==> src/rtl/sha256_msg_feeder.sv <==
// SHA-256 block-input feeder: buffers 32-bit message words and appends the padding
// and the 64-bit bit length. Each 512-bit block goes to the core as a 16-cycle burst.
module sha256_msg_feeder #(
  parameter int LEN_W      = 61,
  parameter int GAP_CYCLES = 1
) (
  input  logic        clk,
  input  logic        reset,
  input  logic [31:0] in_data,
  input  logic        in_valid,
  input  logic        in_last,
  input  logic [1:0]  in_bytes,
  output logic        in_ready,
  input  logic        busy,
  output logic [31:0] data,
  output logic        write_enable,
  output logic        first_block,
  output logic        last_block,
  output logic        msg_done
);

  localparam int GAP_W = (GAP_CYCLES > 1) ? $clog2(GAP_CYCLES) : 1;

  typedef enum logic [2:0] {FILL, PAD, GAP, WAIT, SEND, LENBLK} state_t;

  function automatic logic [31:0] keep_mask(input logic [1:0] nb);
    case (nb)
      2'd1:    keep_mask = 32'hFF00_0000;
      2'd2:    keep_mask = 32'hFFFF_0000;
      2'd3:    keep_mask = 32'hFFFF_FF00;
      default: keep_mask = 32'hFFFF_FFFF;
    endcase
  endfunction

  function automatic logic [31:0] pad_mark(input logic [1:0] nb);
    case (nb)
      2'd1:    pad_mark = 32'h0080_0000;
      2'd2:    pad_mark = 32'h0000_8000;
      2'd3:    pad_mark = 32'h0000_0080;
      default: pad_mark = 32'h0000_0000;
    endcase
  endfunction

  state_t             state_r, state_s;
  logic [31:0]        buf_r [16];
  logic [31:0]        buf_s [16];
  logic [3:0]         idx_r, idx_s;
  logic [LEN_W-1:0]   byte_cnt_r, byte_cnt_s;
  logic               first_r, first_s;
  logic               final_r, final_s;
  logic               extra_r, extra_s;
  logic               mark_r, mark_s;
  logic [4:0]         pad_t_r, pad_t_s;
  logic               pad_new_r, pad_new_s;
  logic [GAP_W-1:0]   gap_cnt_r, gap_cnt_s;
  logic [3:0]         send_cnt_r, send_cnt_s;
  logic               done_s;
  logic               acc_s;
  logic [2:0]         nbytes_s;
  logic [3:0]         send_idx_s;
  logic [63:0]        len_s;

  logic               in_ready_r, write_enable_r, first_block_r, last_block_r, msg_done_r;
  logic [31:0]        data_r;
  logic               in_ready_s, write_enable_s, first_block_s, last_block_s;
  logic [31:0]        data_s;

  assign len_s = 64'({byte_cnt_r, 3'b000});

  // Next-state, buffer update and next output values.
  always_comb begin
    state_s    = state_r;
    buf_s      = buf_r;
    idx_s      = idx_r;
    byte_cnt_s = byte_cnt_r;
    first_s    = first_r;
    final_s    = final_r;
    extra_s    = extra_r;
    mark_s     = mark_r;
    pad_t_s    = pad_t_r;
    pad_new_s  = pad_new_r;
    gap_cnt_s  = gap_cnt_r;
    send_cnt_s = send_cnt_r;
    done_s     = 1'b0;
    acc_s      = in_valid && in_ready_r;
    nbytes_s   = (in_last && (in_bytes != 2'd0)) ? {1'b0, in_bytes} : 3'd4;

    case (state_r)
      FILL: begin
        if (acc_s) begin
          byte_cnt_s = byte_cnt_r + LEN_W'(nbytes_s);
          if (in_last) begin
            buf_s[idx_r] = (in_data & keep_mask(in_bytes)) | pad_mark(in_bytes);
            // A full last word pushes the 0x80 terminator into the following word.
            if (in_bytes == 2'd0) begin
              pad_t_s   = {1'b0, idx_r} + 5'd1;
              pad_new_s = 1'b1;
            end else begin
              pad_t_s   = {1'b0, idx_r};
              pad_new_s = 1'b0;
            end
            idx_s   = 4'd0;
            state_s = PAD;
          end else begin
            buf_s[idx_r] = in_data;
            if (idx_r == 4'd15) begin
              idx_s     = 4'd0;
              final_s   = 1'b0;
              extra_s   = 1'b0;
              mark_s    = 1'b0;
              gap_cnt_s = '0;
              state_s   = first_r ? WAIT : GAP;
            end else begin
              idx_s = idx_r + 4'd1;
            end
          end
        end else begin
          state_s = FILL;
        end
      end
      PAD: begin
        for (int j = 0; j < 16; j++) begin
          if (pad_new_r && (5'(j) == pad_t_r)) begin
            buf_s[j] = 32'h8000_0000;
          end else if (5'(j) > pad_t_r) begin
            buf_s[j] = 32'h0000_0000;
          end else begin
            buf_s[j] = buf_r[j];
          end
        end
        if (pad_t_r <= 5'd13) begin
          buf_s[14] = len_s[63:32];
          buf_s[15] = len_s[31:0];
          final_s   = 1'b1;
          extra_s   = 1'b0;
          mark_s    = 1'b0;
        end else begin
          final_s   = 1'b0;
          extra_s   = 1'b1;
          mark_s    = (pad_t_r == 5'd16);
        end
        gap_cnt_s = '0;
        state_s   = first_r ? WAIT : GAP;
      end
      GAP: begin
        if (int'(gap_cnt_r) + 32'sd1 >= GAP_CYCLES) begin
          state_s = WAIT;
        end else begin
          gap_cnt_s = gap_cnt_r + GAP_W'(1);
        end
      end
      WAIT: begin
        if (!busy) begin
          send_cnt_s = 4'd0;
          state_s    = SEND;
        end else begin
          state_s = WAIT;
        end
      end
      SEND: begin
        if (send_cnt_r == 4'd15) begin
          first_s = 1'b0;
          idx_s   = 4'd0;
          if (final_r) begin
            done_s     = 1'b1;
            byte_cnt_s = '0;
            first_s    = 1'b1;
            state_s    = FILL;
          end else if (extra_r) begin
            state_s = LENBLK;
          end else begin
            state_s = FILL;
          end
        end else begin
          send_cnt_s = send_cnt_r + 4'd1;
        end
      end
      LENBLK: begin
        for (int j = 0; j < 16; j++) begin
          buf_s[j] = 32'h0000_0000;
        end
        buf_s[0]  = mark_r ? 32'h8000_0000 : 32'h0000_0000;
        buf_s[14] = len_s[63:32];
        buf_s[15] = len_s[31:0];
        final_s   = 1'b1;
        extra_s   = 1'b0;
        mark_s    = 1'b0;
        gap_cnt_s = '0;
        state_s   = GAP;
      end
      default: begin
        state_s = FILL;
      end
    endcase

    // Outputs are registered against the state being entered, so they line up with it.
    send_idx_s     = (state_r == SEND) ? (send_cnt_r + 4'd1) : 4'd0;
    write_enable_s = (state_s == SEND);
    data_s         = write_enable_s ? buf_r[send_idx_s] : 32'h0000_0000;
    first_block_s  = (state_r == WAIT) && (state_s == SEND) && first_r;
    last_block_s   = (state_r == WAIT) && (state_s == SEND) && final_r;
    in_ready_s     = (state_s == FILL) && !done_s;
  end

  // State, buffer and registered outputs.
  always_ff @(posedge clk or posedge reset) begin
    if (reset) begin
      state_r        <= FILL;
      for (int j = 0; j < 16; j++) begin
        buf_r[j] <= 32'h0000_0000;
      end
      idx_r          <= 4'd0;
      byte_cnt_r     <= '0;
      first_r        <= 1'b1;
      final_r        <= 1'b0;
      extra_r        <= 1'b0;
      mark_r         <= 1'b0;
      pad_t_r        <= 5'd0;
      pad_new_r      <= 1'b0;
      gap_cnt_r      <= '0;
      send_cnt_r     <= 4'd0;
      in_ready_r     <= 1'b0;
      data_r         <= 32'h0000_0000;
      write_enable_r <= 1'b0;
      first_block_r  <= 1'b0;
      last_block_r   <= 1'b0;
      msg_done_r     <= 1'b0;
    end else begin
      state_r        <= state_s;
      buf_r          <= buf_s;
      idx_r          <= idx_s;
      byte_cnt_r     <= byte_cnt_s;
      first_r        <= first_s;
      final_r        <= final_s;
      extra_r        <= extra_s;
      mark_r         <= mark_s;
      pad_t_r        <= pad_t_s;
      pad_new_r      <= pad_new_s;
      gap_cnt_r      <= gap_cnt_s;
      send_cnt_r     <= send_cnt_s;
      in_ready_r     <= in_ready_s;
      data_r         <= data_s;
      write_enable_r <= write_enable_s;
      first_block_r  <= first_block_s;
      last_block_r   <= last_block_s;
      msg_done_r     <= done_s;
    end
  end

  assign in_ready     = in_ready_r;
  assign data         = data_r;
  assign write_enable = write_enable_r;
  assign first_block  = first_block_r;
  assign last_block   = last_block_r;
  assign msg_done     = msg_done_r;

endmodule
==> config.mk <==
export PLATFORM = sky130hd
export DESIGN_NAME = sha256_msg_feeder
export DESIGN_NICKNAME = d
export VERILOG_FILES = /design/src/rtl/sha256_msg_feeder.sv
export SDC_FILE = /design/constraint.sdc
export NUM_CORES = 2
export LEC_CHECK = 0
export ABC_AREA = 1
export ABC_CLOCK_PERIOD_IN_PS = 20000
export BUFFER_PORTS_ARGS = -buffer_cell sky130_fd_sc_hd__buf_2
export CELL_PAD_IN_SITES_DETAIL_PLACEMENT = 1
export CELL_PAD_IN_SITES_GLOBAL_PLACEMENT = 1
export CORE_ASPECT_RATIO = 1.5
export CORE_MARGIN = 10
export CORE_UTILIZATION = 40
export CTS_CLUSTER_DIAMETER = 30
export CTS_CLUSTER_SIZE = 14
export DETAILED_ROUTE_END_ITERATION = 10
export GPL_TIMING_DRIVEN = 0
export PLACE_DENSITY_LB_ADDON = 0.1
export REMOVE_ABC_BUFFERS = 1
export SYNTH_ARGS = -nofsm -noshare
export SYNTH_HDL_FRONTEND = slang
export SYNTH_SLANG_ARGS = --single-unit
==> constraint.sdc <==
create_clock -name clk -period 20 [get_ports clk]
set_input_delay 1 -clock clk [delete_from_list [all_inputs] [get_ports clk]]
set_output_delay 1 -clock clk [all_outputs]
set_load 0.01 [all_outputs]
==> flow_metrics.tcl <==
set metrics [dict create \
    status "completed" \
    clock_sink_count 631 \
    syn_area_um2 32740 \
    num_io_pins 76 \
    fp.dieW_um 253.6 \
    ir_worst_vdd_v 0.00008874 \
    finalSetupViolations 0 \
    routabilityCongestion 0.9259 \
    clockBufferDepth 3 \
    cts-resized-gates 0 \
    numCtsBuffers 133 \
    viasPerCell 5.615 \
    cap_viol_max_count 0 \
    combPwrFrac 0.297 \
    antenna_found_initial 0 \
    worst_slew_pin_slew_ns 1.387 \
    row_count 128 \
    synth-edff-count 0 \
    htreeDepth 4 \
    clkLatencyLatePin_ns 0.75 \
    grt_max_degree 117 \
    rsz0062_at_grt "false" \
    synth-seq-cells 631 \
    cp-end-kind "register" \
    skew_ns 0.03252 \
    grt_overflow_total 0 \
    p_leak_nw 19.18 \
    p_seq_frac 0.314 \
    routed.top_layer "met4" \
    dr_wl_met2_mm 65.77 \
    report.final.slew_viol_count 0 \
    dr_wl_met3_mm 5.739 \
    yosysWarnings 0 \
    crit_fanout 33 \
    criticalPathCategory "reg2reg" \
    synth_area_leaders "dfrtp_1, nand2_1, inv_1" \
    syn_area_per_cell_um2 7.856 \
    grt_pass1_vias 31705 \
    synth_top_area_frac 0.4816 \
    syn2layout_area_growth_pct 19.36 \
    fmax_mhz 208.5 \
    syn_inst 4167 \
    min_period_ns 4.796 \
    first_pass_iters 5 \
    final_cells 5312 \
    switching_share 0.3673 \
    p_int_mw 3.655 \
    routedWlPerCell_um 24.71 \
    drt_wl_total_mm 131.3 \
    via_count 29826 \
    cts_tree "yes" \
    reg2reg_slack_ns 15.20 \
    port_buffers 75 \
    final_core_util 0.4812 \
    power_frac_clock 0.389 \
    power.density_nw_per_um2 147.8 \
    die_y_um 370.4 \
    coreArea_um2 81200 \
    yosys.area.top_type "dfrtp_1" \
    hold_violations 0 \
    async_reset_ff_frac 1.000 \
    fin_nets 4218 \
    initial_core_util 0.4032 \
    post_cts_buffers 0 \
    synth_seq_area_share 0.4824 \
    fill_cells 9671 \
    cp_data_required_time_ns 20.61 \
    die_area_um2 93920 \
    drive_gt1_frac 0.1028 \
    hpwl_mm 87.38 \
    yosysUniqueCellTypes 48 \
    cts-root-buf "clkbuf_16" \
    hold_slack_ns 0.3930 \
    grt_use_total 0.2806 \
    met1_length_mm 53.64 \
    dp_cells 5070 \
    postCtsHoldBufs 0 \
    clk_pin_slew_worst_paths_ns 0.05 \
    diodes 0 \
    timing.final.crit_share 0.2398 \
    start_kind "register" \
    ant_nets 0 \
    worstHoldPathType "in2async" \
    synth_ff_type "dfrtp_1" \
    crit_arrival_ns 5.41 \
    power_switching_mw 2.122 \
    drt_iter0_markers 2100 \
    slew_headroom 0.07180 \
    grt_pass1_wl_mm 198.6 \
    remaining_drc_errors 0 \
]
-- critical path, stage by stage, from the launching register on --
cell and delay, ns:
dfrtp_1 0.55, nand2_4 0.42, nand2_1 0.81, nand2_1 0.29, nor2_1 1.08, inv_1 1.05, a22oi_1 0.45
-- layout make-up --
| type | instances | area (µm²) | share of cell area |
|---|---|---|---|
| Sequential cell | 631 | 15800 | 0.4043 |
| Multi-Input combinational cell | 2682 | 13580 | 0.3477 |
| Inverter | 590 | 2225 | 0.05694 |
| Clock inverter | 57 | 691.9 | 0.01771 |
| Timing Repair Buffer | 127 | 1627 | 0.04163 |
| Tap cell | 1040 | 1301 | 0.03330 |
| Clock buffer | 185 | 3849 | 0.09850 |
-- through the flow --
step	cell area, µm²	power (mW)	TNS, ns	worst slack [ns]
5_1_grt	39070	6.069	0	15.07
3_5_place_dp	34530	3.529	0	15.02
2_1_floorplan	31430	2.822	0	1.328
3_3_place_gp	33110	3.410	-4631.02	-7.465
4_1_cts	39070	5.797	0	15.22
6_report	39070	5.777	0	15.20
-- power by group through the flow --
| stage | sequential, mW | combinational, mW | clock [mW] |
|---|---|---|---|
| after floorplan | 1.81 | 1.02 | 0 |
| after global placement | 1.86 | 1.55 | 0 |
| after detailed placement | 1.83 | 1.70 | 0 |
| final | 1.81 | 1.72 | 2.25 |
| after CTS | 1.81 | 1.71 | 2.27 |
| after global routing | 1.85 | 1.89 | 2.33 |
-- cells by family (layout without fill, tap and decap cells) --
group	after synthesis	after routing	share of synthesized area
DFF	631	631	0.4824
and+or+nand+nor	1693	1693	0.2161
buffers and inverters	854	959	0.1075
AOI/OAI and AO/OA	970	970	0.1871
adders and majority gates	14	14	0.005581
xor gates and xnor gates	5	5	0.001338
-- metal layers --
metal  global-route usage  vias up
met4               0.1326        0
met5                    0        -
met2               0.4876      740
met3              0.04751      278
li1                     -    13634
met1               0.3315    15174
-- path summary, 6_finish.rpt --
| check | start | endpoint | depth (start not counted) |
|---|---|---|---|
| max reg2reg | state_r[0]$_DFF_PP0_ | buf_r[492]$_DFFE_PP0P_ | 6 |
| min | reset | data[0]$_DFF_PP0_ | 2 |
| max | state_r[0]$_DFF_PP0_ | buf_r[492]$_DFFE_PP0P_ | 6 |
| max in group asynchronous | reset | byte_cnt_r[41]$_DFFE_PP0P_ | 4 |
| min reg2reg | first_r$_DFFE_PP1P_ | first_r$_DFFE_PP1P_ | 2 |
| min in group clk | first_r$_DFFE_PP1P_ | first_r$_DFFE_PP1P_ | 2 |
-- state kept, by name, indices dropped and copies added (netlist names), 3 cells and up, named ones only --
signal	cells
buf_r	467
byte_cnt_r	61
data	32
idx_r	4
pad_t_r	5
send_cnt_r	4
state_r	3
-- cells in the mapped netlist (44+ instances only) --
cell / instances
a22oi_1: 166
o211ai_1: 64
o21a_1: 98
dfrtp_1: 630
o22ai_1: 89
nand3_1: 259
o21ai_0: 249
o21ai_1: 44
nand4_1: 50
a21oi_1: 180
clkbuf_1: 63
a2bb2oi_1: 48
nand2_1: 920
nor2_1: 373
buf_2: 160
inv_1: 576
-- cells in the final DEF, fill, tap and decap left out, drive strengths merged, types with 98 or more instances in the layout --
master | synthesis | final
a21oi | 181 | 181
o21ai | 294 | 294
nor2 | 401 | 401
nand3 | 261 | 261
inv | 590 | 596
dfrtp | 630 | 630
a22oi | 176 | 176
buf | 201 | 127
nand2 | 934 | 934
clkbuf | 63 | 185
o21a | 98 | 98
Power figures use the tool's default switching activity.
